### src/rtl/lif_post_neuron.sv
// Leaky integrate-and-fire post-synaptic neuron with a refractory period.
// Optional macro LIF_LEAK_EN enables the v >> LEAK_SHIFT leak term.
module lif_post_neuron #(
    parameter int unsigned          NUM_PRE        = 4,
    parameter int unsigned          W_WIDTH        = 4,
    parameter int unsigned          V_WIDTH        = 8,
    parameter logic [V_WIDTH-1:0]   THRESHOLD      = 8'd16,
    parameter int unsigned          LEAK_SHIFT     = 3,
    parameter int unsigned          REFRACT_CYCLES = 4
) (
    input  logic                         clk,
    input  logic                         rst,
    input  logic                         en,
    input  logic [NUM_PRE-1:0]           pre_spike,
    input  logic [NUM_PRE*W_WIDTH-1:0]   weight,
    output logic                         post_spike,
    output logic [V_WIDTH-1:0]           membrane,
    output logic                         refractory
);

    localparam int unsigned SUM_W = V_WIDTH + 1;
    localparam int unsigned CNT_W = $clog2(REFRACT_CYCLES + 1);
    localparam logic [SUM_W-1:0] V_MAX = {1'b0, {V_WIDTH{1'b1}}};

    localparam logic [1:0] S_IDLE    = 2'd0;
    localparam logic [1:0] S_INTEG   = 2'd1;
    localparam logic [1:0] S_REFRACT = 2'd2;

    logic [1:0]         state_q, state_d;
    logic [CNT_W-1:0]   cnt_q, cnt_d;
    logic [V_WIDTH-1:0] v_d;
    logic               spike_d, refr_d;

    logic [SUM_W-1:0]   syn;
    logic [SUM_W-1:0]   v_sum;
    logic [V_WIDTH-1:0] v_sat;
    logic               fire;

    // Weight of line i sits in the i-th nibble from the MSB end.
    always_comb begin
        syn = '0;
        for (int unsigned i = 0; i < NUM_PRE; i++) begin
            if (pre_spike[i]) begin
                syn = syn + SUM_W'(weight[(NUM_PRE-1-i)*W_WIDTH +: W_WIDTH]);
            end
        end
    end

`ifdef LIF_LEAK_EN
    assign v_sum = SUM_W'(membrane) - SUM_W'(membrane >> LEAK_SHIFT) + syn;
`else
    assign v_sum = SUM_W'(membrane) + syn;
`endif

    assign v_sat = (v_sum > V_MAX) ? V_WIDTH'(V_MAX) : V_WIDTH'(v_sum);
    assign fire  = (v_sat >= THRESHOLD);

    // Next-state and registered-output values; everything holds while en is low.
    always_comb begin
        state_d = state_q;
        cnt_d   = cnt_q;
        v_d     = membrane;
        spike_d = 1'b0;
        refr_d  = refractory;
        if (en) begin
            case (state_q)
                S_IDLE: begin
                    state_d = S_INTEG;
                end
                S_INTEG: begin
                    if (fire) begin
                        state_d = S_REFRACT;
                        v_d     = '0;
                        spike_d = 1'b1;
                        refr_d  = 1'b1;
                        cnt_d   = CNT_W'(REFRACT_CYCLES);
                    end else begin
                        v_d = v_sat;
                    end
                end
                S_REFRACT: begin
                    v_d = '0;
                    if (cnt_q == CNT_W'(1)) begin
                        state_d = S_INTEG;
                        refr_d  = 1'b0;
                        cnt_d   = '0;
                    end else begin
                        cnt_d = cnt_q - CNT_W'(1);
                    end
                end
                default: begin
                    state_d = S_IDLE;
                    v_d     = '0;
                    refr_d  = 1'b0;
                    cnt_d   = '0;
                end
            endcase
        end
    end

    always_ff @(posedge clk) begin
        if (rst) begin
            state_q    <= S_IDLE;
            cnt_q      <= '0;
            membrane   <= '0;
            post_spike <= 1'b0;
            refractory <= 1'b0;
        end else begin
            state_q    <= state_d;
            cnt_q      <= cnt_d;
            membrane   <= v_d;
            post_spike <= spike_d;
            refractory <= refr_d;
        end
    end

endmodule

### config.mk
export PLATFORM = sky130hd
export DESIGN_NAME = lif_post_neuron
export DESIGN_NICKNAME = d
export VERILOG_FILES = /design/src/rtl/lif_post_neuron.sv
export SDC_FILE = /design/constraint.sdc
export NUM_CORES = 1
export LEC_CHECK = 0
export CORE_UTILIZATION = 55
export DETAILED_ROUTE_END_ITERATION = 6
export GPL_TIMING_DRIVEN = 1
export PLACE_DENSITY = 0.85
export SLEW_MARGIN = 10
export SYNTH_ARGS = -nofsm -noshare
export SYNTH_HDL_FRONTEND = slang
export SYNTH_SLANG_ARGS = --single-unit
### constraint.sdc
create_clock -name clk -period 7.5 [get_ports clk]
set_clock_uncertainty 0.1 [all_clocks]
set_input_delay 0.75 -clock clk [delete_from_list [all_inputs] [get_ports clk]]
set_output_delay 0.75 -clock clk [all_outputs]
set_load 0.03 [all_outputs]
==> results list, run 1 <==
- Outcome: finished clean
* Buffer type at the clock tree root: clkbuf_4
* Final critical-path required period: 6.16 ns
* RSZ-0062 raised after global routing: false
- Element type at the critical path end: register
- Summing the areas of all compound-gate instances in the mapped netlist gives about 16% of the synthesized area.
* Layout area overhead: 24.2%
- Max_slew headroom: about two thirds
- Worst VDD drop: 159 uV
- Derived from the worst setup path, the maximum achievable clock frequency is roughly 160 MHz.
- Portion of total power attributed to combinational logic: 52.8%
- Detailed-route via count: 1385
- Leakage power of the design: slightly below 0.9 nW
* Maximum number of buffers from clock root to sink: 2
- Final Setup Violations: 0
- Once the clock tree was built, the resizer swapped 0 gates to a different size.
* Cell Rows: 18
- Final weighted congestion in routability-driven placement: 0.850
* Dominant synthesized flop cell: dfxtp_1
* Synthesized netlist net count: 232
- At the end of the flow, the number of nets in the layout was 267.
- Simple logic cell fraction of the synthesized area: 20.8%
- Yosys mapped a number of flops with a built-in enable equal to 0.
* Die Y-Extent: 55.2 um
* Clock Power Share: 16.7%
- Among the stages of the critical path, the cell type that occurs most often is ha_1.
- After the first detailed-routing iteration, the DRC count stood at 32.
- Counting every instance in the synthesized netlist gives 181.
* Number of different library cells in the post-synthesis netlist: slightly above 40
* Worst Setup Slack, final: 1.34 ns
- For this configuration, the core starts out at a cell density of about three fifths.
- Area enclosed by the die boundary: between 3000 and 4000 um^2
- After synthesis the cells add up to 1560 um^2.
* Number of global-route vias before repair: 1480
- Of the cells placed in the final design, the portion with a size suffix greater than 1 is roughly 6.5%.
- Data arrives at the worst endpoint at 6.29 ns.
- MaxCap Viol Count: 0
* Filler cell count: between 200 and 250
* Kind of launch point of the worst setup path: input pin
- The critical path in this run is classified as in -> reg.
- After detailed routing, the number of remaining DRC violations is 0.
- Global routing used 25.7% of the available tracks across all layers.
- Slowest stage delay, CP: 0.58 ns
- Setup TNS after final layout: 0 ns
* Top cells by area, synth: dfxtp_1 19%, ha_1 19%, fa_1 5.1%, mux2_2 5.1%, inv_1 4.8%
* Sequential-to-total area share from yosys stat: between 10% and 20%
* Reg power frac: 30.5%
* HPWL Detailed: 2940 um
- Actual slew at the worst max-slew pin: 0.521 ns
- Top cell type by total area after synthesis: dfxtp_1
- CP top delay family: adder cells
- In this run the power density over the cells is around 150 nW/um^2.
- Counting flops and latches in the post-synthesis netlist gives 15.
* Yosys Warn Count: 0
- In this run the number of H-tree levels came out at 1.
* Async set-or-reset flop fraction in the synthesized netlist: 0%
* Arithmetic-cell share of the synthesized area counting full adders, half adders and majority gates: ~24%
- Buffers inserted to repair hold after CTS numbered 0.
- The number of buffers and inverters on the critical path is 3.
* Synthesized-area fraction occupied by xor and xnor cells: 5.62%
* Largest fanout on the critical path: 7
- Placeable core region: 2570 um^2
- Final count of hold timing violations: 0
- Prior to clock tree synthesis, the placed netlist has a worst setup slack of 1.06 ns.
* Main combinational cell family by area after synthesis: adder cells
- Max stage delay cell, worst path: clkdlybuf4s50_1
- The worst path uses 82.2% of the clock period.
- The signal on the critical path passes through clkdlybuf4s50_1, and2_1, ha_1, inv_1, fa_1, mux2i_1, fa_1, mux2i_1, inv_1, ha_1, a21o_1, a21o_1, xnor2_1, nand2_1, o21a_1, ha_1, or4bb_1, o21ai_1, nand3_2, or4b_4, o21ai_1.
- The worst hold path belongs to the class reg -> reg.
- Entering global routing, the biggest net connects 13 pins.
- IO buf count: 32
- Initial antenna violation count: 0
- Number of routed nets with antenna violations: 0
* Internal power: 0.175 mW
- Pin placement for this block handled 33 I/O pins.
- Switching Share: 38.3%
- After detailed routing, the total wire length is about 3600 um.
- Average detailed-routed wire length per instance: 14.8 um
- Clock tree synthesis inserted a total of 3 buffers.
* Count of pins over their slew limit: 0
- After clock tree synthesis, the setup repair step added 0 buffers.
* DR pass1 iterations: 4
* Count of antenna diodes in the layout: 0
- Clock sink total: 15
- TritonCTS clock tree: done
- In this run the horizontal extent of the chip is 55.2 um.
- Multiplexer fraction of the synthesized cell area: 8.27%
* Switching Power: 0.108 mW
* Clock edge transition at the registers on the reported setup and hold paths: roughly 0.090 ns
- STA puts the critical path data required time at 7.63 ns.
* Per-instance average area after synthesis: 8.61 um^2
* Latest clock arrival within the worst-skew pair: 0.29 ns
- After global routing the overflow that remains totals 0.
- First-pass GRT wire length: between 6000 and 7000 um
* Portion of synthesized cell area occupied by the leading cell type: 19.3%
* Vias/cell: roughly 5.7
-- worst min-delay path, stage by stage, from the launching register on --
cell and delay (ns):
dfxtp_1 0.33, nand2_1 0.06, o21ai_1 0.05
-- kinds of logic after synthesis --
| group | after synthesis |
|---|---|
| AO/OA/AOI/OAI | 39 |
| XOR/XNOR | 10 |
| multiplexers | 12 |
| flip-flops | 15 |
| buffers and inverters | 22 |
| adder cells (fa/ha/maj) | 28 |
| AND/OR/NAND/NOR | 55 |
-- path summary, 6_finish.rpt --
check	depth (start not counted)	startpoint	endpoint	slack, ns
min reg2reg	2	membrane[2]	membrane[2]	0.39
min	2	membrane[2]	membrane[2]	0.39
max reg2reg	8	membrane[0]	membrane[3]	4.70
max	21	pre_spike[0]	membrane[3]	1.34
-- Yosys cell counts, types with 4 or more instances --
library cell and instances:
and2_1 7, inv_1 20, a21oi_1 6, a21o_1 5
dfxtp_1 15, nor2_1 9, fa_1 4, mux2i_1 5
o21ai_1 5, xnor2_1 7, nor2b_1 7, nand2_1 16
o21ai_0 9, ha_1 24, mux2_2 7
-- state kept, by name, indices dropped and copies added (netlist names) --
name and count:
membrane 8, cnt_q 3, state_q 2, post_spike 1
refractory 1
-- cell usage in the layout (no fill, tap or decap), drive strengths merged, types with 2 or more instances in the layout --
cell | Yosys | final
clkdlybuf4s50 | 0 | 32
ha | 24 | 24
inv | 20 | 20
nand2 | 16 | 16
dfxtp | 15 | 15
o21ai | 14 | 14
nor2 | 9 | 9
and2 | 7 | 7
mux2 | 7 | 7
nor2b | 7 | 7
xnor2 | 7 | 7
a21oi | 6 | 6
a21o | 5 | 5
mux2i | 5 | 5
fa | 4 | 4
clkbuf | 2 | 4
nand2b | 3 | 3
xor2 | 3 | 3
a311oi | 2 | 2
nand3b | 2 | 2
a211oi | 2 | 2
a31oi | 2 | 2
nand3 | 2 | 2
-- area by class of cell --
cell class,count,area (um^2),share of cell area (%)
inverter,20,75.1,3.88
multi-input combinational,144,1180,60.8
timing repair buffer,32,320,16.5
sequential,15,300,15.5
tap,30,37.5,1.94
clock buffer,4,26.3,1.36
-- routing by layer --
layer	routed length, um	vias up	global-route usage (%)	share of wire, %
li1	-	706	-	-
met1	1680	654	30.9	46
met2	1810	25	46.6	50
met3	139	0	6.32	3.8
met4	0	0	3.93	0
met5	0	-	0	0
-- stage by stage --
stage / area [um^2] / total power, mW / hold WS (ns) / instances / utilization [%]
floorplan: 1560 / 0.193 / 0.352 / 181 / -
global placement: 1910 / 0.226 / 0.363 / 241 / 74.4
detailed placement: 1910 / 0.234 / 0.378 / 241 / 74.4
CTS: 1940 / 0.282 / 0.393 / 245 / 75.4
global route: 1940 / 0.306 / 0.413 / 245 / 75.4
finish: 1940 / 0.283 / 0.390 / 245 / 75.4
-- power by group through the flow --
stage	sequential [mW]	clock, mW	combinational, mW
after detailed placement	0.0883	0	0.146
after CTS	0.0864	0.0479	0.148
after global routing	0.0870	0.0515	0.167
after global placement	0.0881	0	0.138
after floorplan	0.0906	0	0.103
final	0.0864	0.0472	0.150
Note: power is estimated with default switching activity, not from simulation.
==> run 2: changes to the inputs <==
--- a/config.mk
+++ b/config.mk
@@ -5,10 +5,10 @@
 export SDC_FILE = /design/constraint.sdc
 export NUM_CORES = 1
 export LEC_CHECK = 0
-export CORE_UTILIZATION = 55
+export CORE_UTILIZATION = 46
 export DETAILED_ROUTE_END_ITERATION = 6
 export GPL_TIMING_DRIVEN = 1
-export PLACE_DENSITY = 0.85
+export PLACE_DENSITY = 0.76
 export SLEW_MARGIN = 10
 export SYNTH_ARGS = -nofsm -noshare
 export SYNTH_HDL_FRONTEND = slang
==> constraint.sdc (replaced) <==
create_clock -name clk -period 5.08 [get_ports clk]
set_clock_uncertainty 0.1 [all_clocks]
set_input_delay 0.508 -clock clk [delete_from_list [all_inputs] [get_ports clk]]
set_output_delay 0.508 -clock clk [all_outputs]
set_load 0.03 [all_outputs]
==> run 2 against run 1 <==
Die area increased by 19%; final cell count rose by 21%; global-route usage increased by 0.099 points; clock power rose by 44%; flip-flop and latch count stayed put; largest cell class unchanged.
==> results list, run 2 (synthesis results as in run 1) <==
* Arrival time at the worst endpoint: 5.15 ns (-1.14 ns)
* Top-level I/O count: 33 (unchanged)
* Multi-input combinational cell area: 1370 um^2 (+16%)
- The total of fill cells in the finished design was 198 (-1.5%).
- Endpoint of the worst setup timing path: membrane[1]
- Overflow left after global routing: 0 (unchanged)
- Maximum number of buffers from clock root to sink: 2 (unchanged)
- Average detailed-routed wire length per instance: 15.3 um (+3.2%)
- Slowest stage delay, CP: 0.58 ns (about the same)
- The peak supply drop is 221 uV (+40%).
- The clock transition at the register clock pins on the worst setup and hold paths after CTS is 0.09 ns (about the same).
* RSZ-0062 raised after global routing: true
- Nets: 305 (+14%)
* Hold buffers post-CTS: 0 (unchanged)
- Placeable core region: 3130 um^2 (+22%)
- Switching Share: 37.4% (-0.94 points)
* MaxCap Viol Count: 0 (unchanged)
- The total placed cells including tap cells is 274 (+14%).
- The library cell used most frequently in the layout, excluding fill and tap cells, is buf_4.
- Detailed-route via count: 1600 (+16%)
* Area enclosed by the die boundary: 3630 um^2 (+19%)
* Share of post-route cells with drive strength above 1: 33.2% (+27 points)
* Largest fanout on the critical path: 4 (-3)
* Drt first-iter violations: 54 (+69%)
- The combined buffer and inverter count along the critical path came to 3 (unchanged).
* First-pass GRT wire length: 7130 um (+10%)
- Met1 usage in global routing: 27.5% (-3.3 points)
- Kind of launch point of the worst setup path: input pin
* Leading cell types in the layout, fill and taps excluded: 37 x buf_4, 27 x clkdlybuf4s50_1, 18 x inv_1, 17 x ha_1, 15 x dfxtp_1
* Reg-to-reg slack, setup: 2.45 ns (-2.25 ns)
- The final-report setup violation count is 0 (unchanged).
* Number of buffers inserted during clock tree synthesis: 3 (unchanged)
- The H-tree depth reported by CTS came to 1 (unchanged).
- The register with the most flip-flops in the final layout is membrane.
* Count of pins over their slew limit: 0 (unchanged)
* Portion of total power attributed to combinational logic: 63.0% (+10 points)
- The ratio of routed vias to standard cells came to 5.39 (-4.7%).
* Cell breakdown of the critical path: clkdlybuf4s50_1, inv_2, mux2_2, ha_2, fa_1, mux2i_2, buf_4, fa_1, nor2b_1, o21ai_0, nand2_1, and4_1, ha_4, or4_4, nor4_4, nand3_2, or4b_4, o21ai_2
* Latest clock arrival within the worst-skew pair: 0.28 ns (about the same)
* Most used routing layer: met2
- The data required time at the worst endpoint came to 5.20 ns (-2.43 ns).
- The count of buffers from port buffering is 32 (unchanged).
- Final standard cell count with taps included and fillers excluded: 297 (+21%)
* Switching Power: 0.199 mW (+83%)
- Register area: 300 um^2 (unchanged)
- The number of antenna-violating nets in the routed design is 0 (unchanged).
- The met3 track demand over resource is 4.76% (-1.6 points).
* Cell Rows: 20 (+2)
- Internal power: 0.333 mW (+91%)
* Sum of routed wire length over all layers: 4530 um (+25%)
- The run finished with clean final reports.
- Actual slew at the worst max-slew pin: 0.843 ns (+0.322 ns)
- Count of antenna diodes in the layout: 0 (unchanged)
* Layout area overhead: 55.6%
- Reg2reg end: membrane[1]
- Among the stages of the critical path, the cell type that occurs most often is fa_1.
- Length in cells of the worst reg-to-reg path: 8 (unchanged)
- The number of clock sinks came to 15 (unchanged).
- Final total power: 0.532 mW (+88%)
- Number of global-route vias before repair: 1700 (+15%)
* Achievable Freq: about 200 MHz
- The startpoint identified for the worst hold timing path is cnt_q[1].
- The flip-flop count of the largest register, all copies and words added was 8 (unchanged).
* Leakage power of the design: 1.11 nW (+27%)
- The headroom to the max-slew limit came to 43.2% (-22 points).
* Worst setup startpoint: pre_spike[1]
- Initial core utilization: 49.8% (-11 points)
* Buffer type at the clock tree root: clkbuf_4
- The placer's final routability congestion estimate is 0.808 (-4.9%).
- CP top delay family: simple AND/OR/NAND/NOR gates
- The cell area power density came to 219 nW/um^2 (+50%).
- The largest registers in the layout are membrane x8, cnt_q x3, state_q x2.
* Max stage delay cell, worst path: or4b_4
- The share of power burned in the clock network came to 12.8% (-3.9 points).
- The number of hold violations in the final report is 0 (unchanged).
* Die boundary width: 60.2 um (+9.0%)
- Worst hold margin: 0.392 ns (+0.00168 ns)
- The maximum number of pins on one net before global-route repair came to 13 (unchanged).
- The critical path is of the in -> reg type.
* Initial antenna violation count: 0 (unchanged)
- Die Y-Extent: 60.2 um (+9.0%)
* Element type at the critical path end: register
- Aggregate global-route resource usage: 25.8% (+0.099 points)
- Crit Reg-Reg Startpoint: membrane[0]
- Reg power frac: 24.2% (-6.3 points)
- The worst path uses 98.9% of the clock period.
- The placed standard-cell area came to 2080 um^2 (+9.0%).
- Met2 Usage GRT: 50.1% (+3.4 points)
* Hold Path Class: reg -> reg
* DR pass1 iterations: 4 (unchanged)
- TritonCTS built the clock tree.
- Residual DRC: 0 (unchanged)
- The critical path depth was 18 (-14%).
- Final critical-path required period: between 5 and 6 ns
- HPWL Detailed: 3320 um (+13%)
* Final instance area: 2430 um^2 (+25%)
run 2: cell count changes in the layout (fill, tap and decap cells not counted), sizes merged:
cell / previous run / this run
clkdlybuf4s15: 0 / 1
dlygate4sd2: 0 / 2
clkdlybuf4s50: 32 / 27
buf: 0 / 40
run 2: power groups by stage:
stage                     Clock (mW)  Sequential [mW]  Combinational (mW)
after floorplan                    0            0.134               0.155
after global placement             0            0.130               0.242
after detailed placement           0            0.131               0.256
after CTS                     0.0685            0.128               0.295
after global routing          0.0738            0.129               0.364
final                         0.0679            0.129               0.335
run 2: what timing repair did:
action                                  in CTS  in global routing
resized for setup                           29                 17
buffers inserted                            15                  4
endpoints found under the setup margin      11                 11
pin swaps                                   22                 20
run 2: worst min path at each step:
| stage | to | slack [ns] | depth (start not counted) |
|---|---|---|---|
| 3_5_place_dp | cnt_q[1] | 0.38 | 2 |
| 2_1_floorplan | cnt_q[1] | 0.35 | 2 |
| 4_1_cts | cnt_q[1] | 0.39 | 2 |
| 5_1_grt | cnt_q[1] | 0.42 | 2 |
| 3_3_place_gp | cnt_q[1] | 0.36 | 2 |
| 6_report | cnt_q[1] | 0.39 | 2 |
run 2: final cells by class:
class	count	area share, %
multi-input cells	144	56.3
clock buffers	4	1.08
flip-flops and latches	15	12.4
inverters	20	3.09
repair buffers	70	24.9
well taps	44	2.27
run 2: metal layers:
layer | share of wire [%] | vias up | routed length [um]
li1 | - | 785 | -
met1 | 42 | 765 | 1880
met2 | 54 | 40 | 2440
met3 | 2.9 | 10 | 131
met4 | 1.7 | 0 | 78
met5 | 0 | - | 0
run 2: metrics by stage:
step	utilization [%]	setup TNS [ns]	setup WS [ns]
floorplan	-	0	0.00262
detailed placement	66.5	-7.19	-0.807
CTS	73.6	0	0.00762
global placement	66.5	-4.80	-0.568
global route	77.6	-0.311	-0.0657
finish	77.6	0	0.0547
run 2: tightest hold or removal path, stage by stage, from the launching register on:
cell and delay, ns:
dfxtp_1 0.32, nand2b_1 0.07, mux2i_1 0.06
==> run 3: changes to the inputs <==
--- a/config.mk
+++ b/config.mk
@@ -9,6 +9,7 @@
 export DETAILED_ROUTE_END_ITERATION = 6
 export GPL_TIMING_DRIVEN = 1
 export PLACE_DENSITY = 0.76
+export RECOVER_POWER = 25
 export SLEW_MARGIN = 10
 export SYNTH_ARGS = -nofsm -noshare
 export SYNTH_HDL_FRONTEND = slang
==> run 3 against run 2 <==
Global-route usage is the same; sequential power barely moved; first-iteration DRC count rose by 7.4%; clock power is essentially flat; die area stayed put; clock-buffer cell count is the same; sequential share of layout area unchanged; via count unchanged; power is essentially flat.
==> results list, run 3 (synthesis results as in run 1) <==
- The area of all sequential standard cells came to 300 um^2 (unchanged).
- The maximum number of pins on one net before global-route repair is 13 (unchanged).
- The via count of the routed design is 1600 (unchanged).
- Slowest stage delay, CP: 0.58 ns (about the same)
- Max_slew headroom: 43.2% (unchanged)
- The final layout net count is 305 (unchanged).
- The worst setup timing slack at the placement stage was -0.807 ns (unchanged).
* Layout area overhead: 55.6% (unchanged)
- The highest attainable clock frequency came to 199 MHz (about the same).
- Ranked by flip-flop count, first place goes to membrane.
- PwrDens: 219 nW/um^2 (about the same)
- The worst setup path is captured at a register.
* Period utilization: 98.9% (about the same)
- The overall routing resource usage is 25.8% (unchanged).
- The final non-filler cell total was 297 (unchanged).
* Global-route met3 utilization: 4.76% (unchanged)
- IO buf count: 32 (unchanged)
- The starting density of the core came to 49.8% (unchanged).
- In this run the clock root is driven by a clkbuf_4.
- The placer's final routability congestion estimate came to 0.808 (unchanged).
- Die boundary width: 60.2 um (unchanged)
- The number of clock sinks was 15 (unchanged).
- The final instance area came to 2430 um^2 (unchanged).
- Die Y-Extent: 60.2 um (unchanged)
- Vias/cell: 5.39 (unchanged)
- The combined buffer and inverter count along the critical path was 3 (unchanged).
- The clock insertion delay at the later pin of the skew report was 0.28 ns (about the same).
* Top-level I/O count: 33 (unchanged)
- The total congestion overflow came to 0 (unchanged).
- Leading cell types in the layout, fill and taps excluded: 37 x buf_4, 26 x clkdlybuf4s50_1, 18 x inv_1, 17 x ha_1, 15 x dfxtp_1
- Reg-to-reg slack, setup: 2.45 ns (about the same)
* Cell breakdown of the critical path: clkdlybuf4s50_1, inv_2, mux2_2, ha_2, fa_1, mux2i_2, buf_4, fa_1, nor2b_1, o21ai_0, nand2_1, and4_1, ha_4, or4_4, nor4_4, nand3_2, or4b_4, o21ai_2
- Final critical-path required period: 5.03 ns (+0.0000986 ns)
* Most used routing layer: met2
- The fraction of final layout cells with drive strength greater than 1 was 33.2% (unchanged).
* Filler cell count: 198 (unchanged)
- Sum of routed wire length over all layers: 4530 um (unchanged)
- Largest fanout on the critical path: 4 (unchanged)
* Critical Path RT: 5.20 ns (about the same)
* RSZ-0062 raised after global routing: true
- H-tree Lvls: 1 (unchanged)
- Total placed cells including tap cells: 274 (unchanged)
- The number of design rule violations left after detail routing was 0 (unchanged).
- The flow ran to the end, and the final reports show no timing, DRC or antenna violations.
- For this design, the slowest cell found on the critical path is or4b_4.
- Maximum number of buffers from clock root to sink: 2 (unchanged)
- The number of design-rule violations left by the first detailed-router iteration came to 58 (+7.4%).
- Kind of launch point of the worst setup path: input pin
- The final HPWL from detailed placement is 3320 um (unchanged).
* TritonCTS clock tree: done
- The length of the first detailed-routing pass in iterations was 4 (unchanged).
* Most common cell type on the critical path: fa_1
* Count of pins over their slew limit: 0 (unchanged)
* CP top delay family: simple AND/OR/NAND/NOR gates
- Worst VDD drop: 221 uV (about the same)
- Worst Setup Path Type: in -> reg
- Number of routed nets with antenna violations: 0 (unchanged)
- Actual slew at the worst max-slew pin: 0.843 ns (+0.000000894 ns)
- Number of global-route vias before repair: 1700 (unchanged)
* Cell Rows: 20 (unchanged)
- Met2 Usage GRT: 50.1% (unchanged)
- Area enclosed by the die boundary: 3630 um^2 (unchanged)
* MaxCap Viol Count: 0 (unchanged)
- Worst Setup Slack, final: 0.0546 ns (-0.0000986 ns)
- The clock transition at the register clock pins on the worst setup and hold paths after CTS is 0.09 ns (about the same).
* Setup TNS after final layout: 0 ns (unchanged)
* Leading cell type in the layout, fill and taps excluded: buf_4
- The antenna diode instance count is 0 (unchanged).
- The number of hold violations in the final report was 0 (unchanged).
- The total core area came to 3130 um^2 (unchanged).
* First-pass GRT wire length: 7130 um (unchanged)
- Leading registers by flop count: membrane x8, cnt_q x3, state_q x2
- Average detailed-routed wire length per instance: 15.3 um (unchanged)
* Number of buffers inserted during clock tree synthesis: 3 (unchanged)
* Instance area after placement: 2080 um^2 (unchanged)
- Met1 usage in global routing: 27.5% (unchanged)
* Max FFs per register: 8 (unchanged)
- Initial antenna violation count: 0 (unchanged)
- The final-report setup violation count is 0 (unchanged).
- The tightest min-delay check is of the reg -> reg type.
* Multi-input combinational cell area: 1370 um^2 (unchanged)
- The standby leakage power was 1.11 nW (+0.13%).
* Arrival time at the worst endpoint: 5.15 ns (about the same)
run 3: cell types whose count changed in the layout (fill, tap and decap cells not counted), sizes merged:
cell,before,now
clkdlybuf4s50,27,26
dlygate4sd3,0,1
run 3: what timing repair did:
| item | in CTS | in global routing |
|---|---|---|
| cloned | 0 | 0 |
| hold endpoints to repair | 0 | 0 |
| pin swaps | 22 | 20 |
| hold buffers | 0 | 0 |
| endpoints found under the setup margin | 11 | 11 |
| buffers inserted | 15 | 4 |
| gates resized for setup | 29 | 17 |
run 3: final timing paths:
| kind | from | to | cells after the start |
|---|---|---|---|
| max | pre_spike[1] | membrane[1] | 18 |
| min | cnt_q[1] | cnt_q[1] | 2 |
| max reg2reg | membrane[0] | membrane[1] | 8 |
| min reg2reg | cnt_q[1] | cnt_q[1] | 2 |
run 3: power breakdown:
part	total [mW]	internal, mW	switching, mW
clock network	0.0679	0.0305	0.0375
registers	0.129	0.123	0.00561
logic	0.335	0.180	0.156
total	0.532	0.333	0.199
run 3: layer usage:
metal	up-vias	wire (um)
li1	785	-
met1	765	1880
met2	40	2440
met3	10	131
met4	0	78
met5	-	0
run 3: area by class of cell:
type	instances	area share (%)
multi-input cells	144	56.3
repair buffers	70	24.9
flip-flops and latches	15	12.4
inverters	20	3.09
well taps	44	2.27
clock buffers	4	1.08
run 3: worst register-to-register path: stages (launching register included):
cell	delay [ns]
dfxtp_1	0.39
ha_1	0.19
inv_1	0.06
fa_2	0.34
or4bb_1	0.50
o21ai_2	0.19
nand3_2	0.09
or4b_4	0.58
o21ai_2	0.15
run 3: metrics by stage:
step / power, mW / utilization, % / hold WS [ns]
final: 0.532 / 77.6 / 0.392
after global routing: 0.567 / 77.6 / 0.417
after CTS: 0.492 / 73.6 / 0.391
after detailed placement: 0.387 / 66.5 / 0.377
after global placement: 0.372 / 66.5 / 0.362
after floorplan: 0.289 / - / 0.352
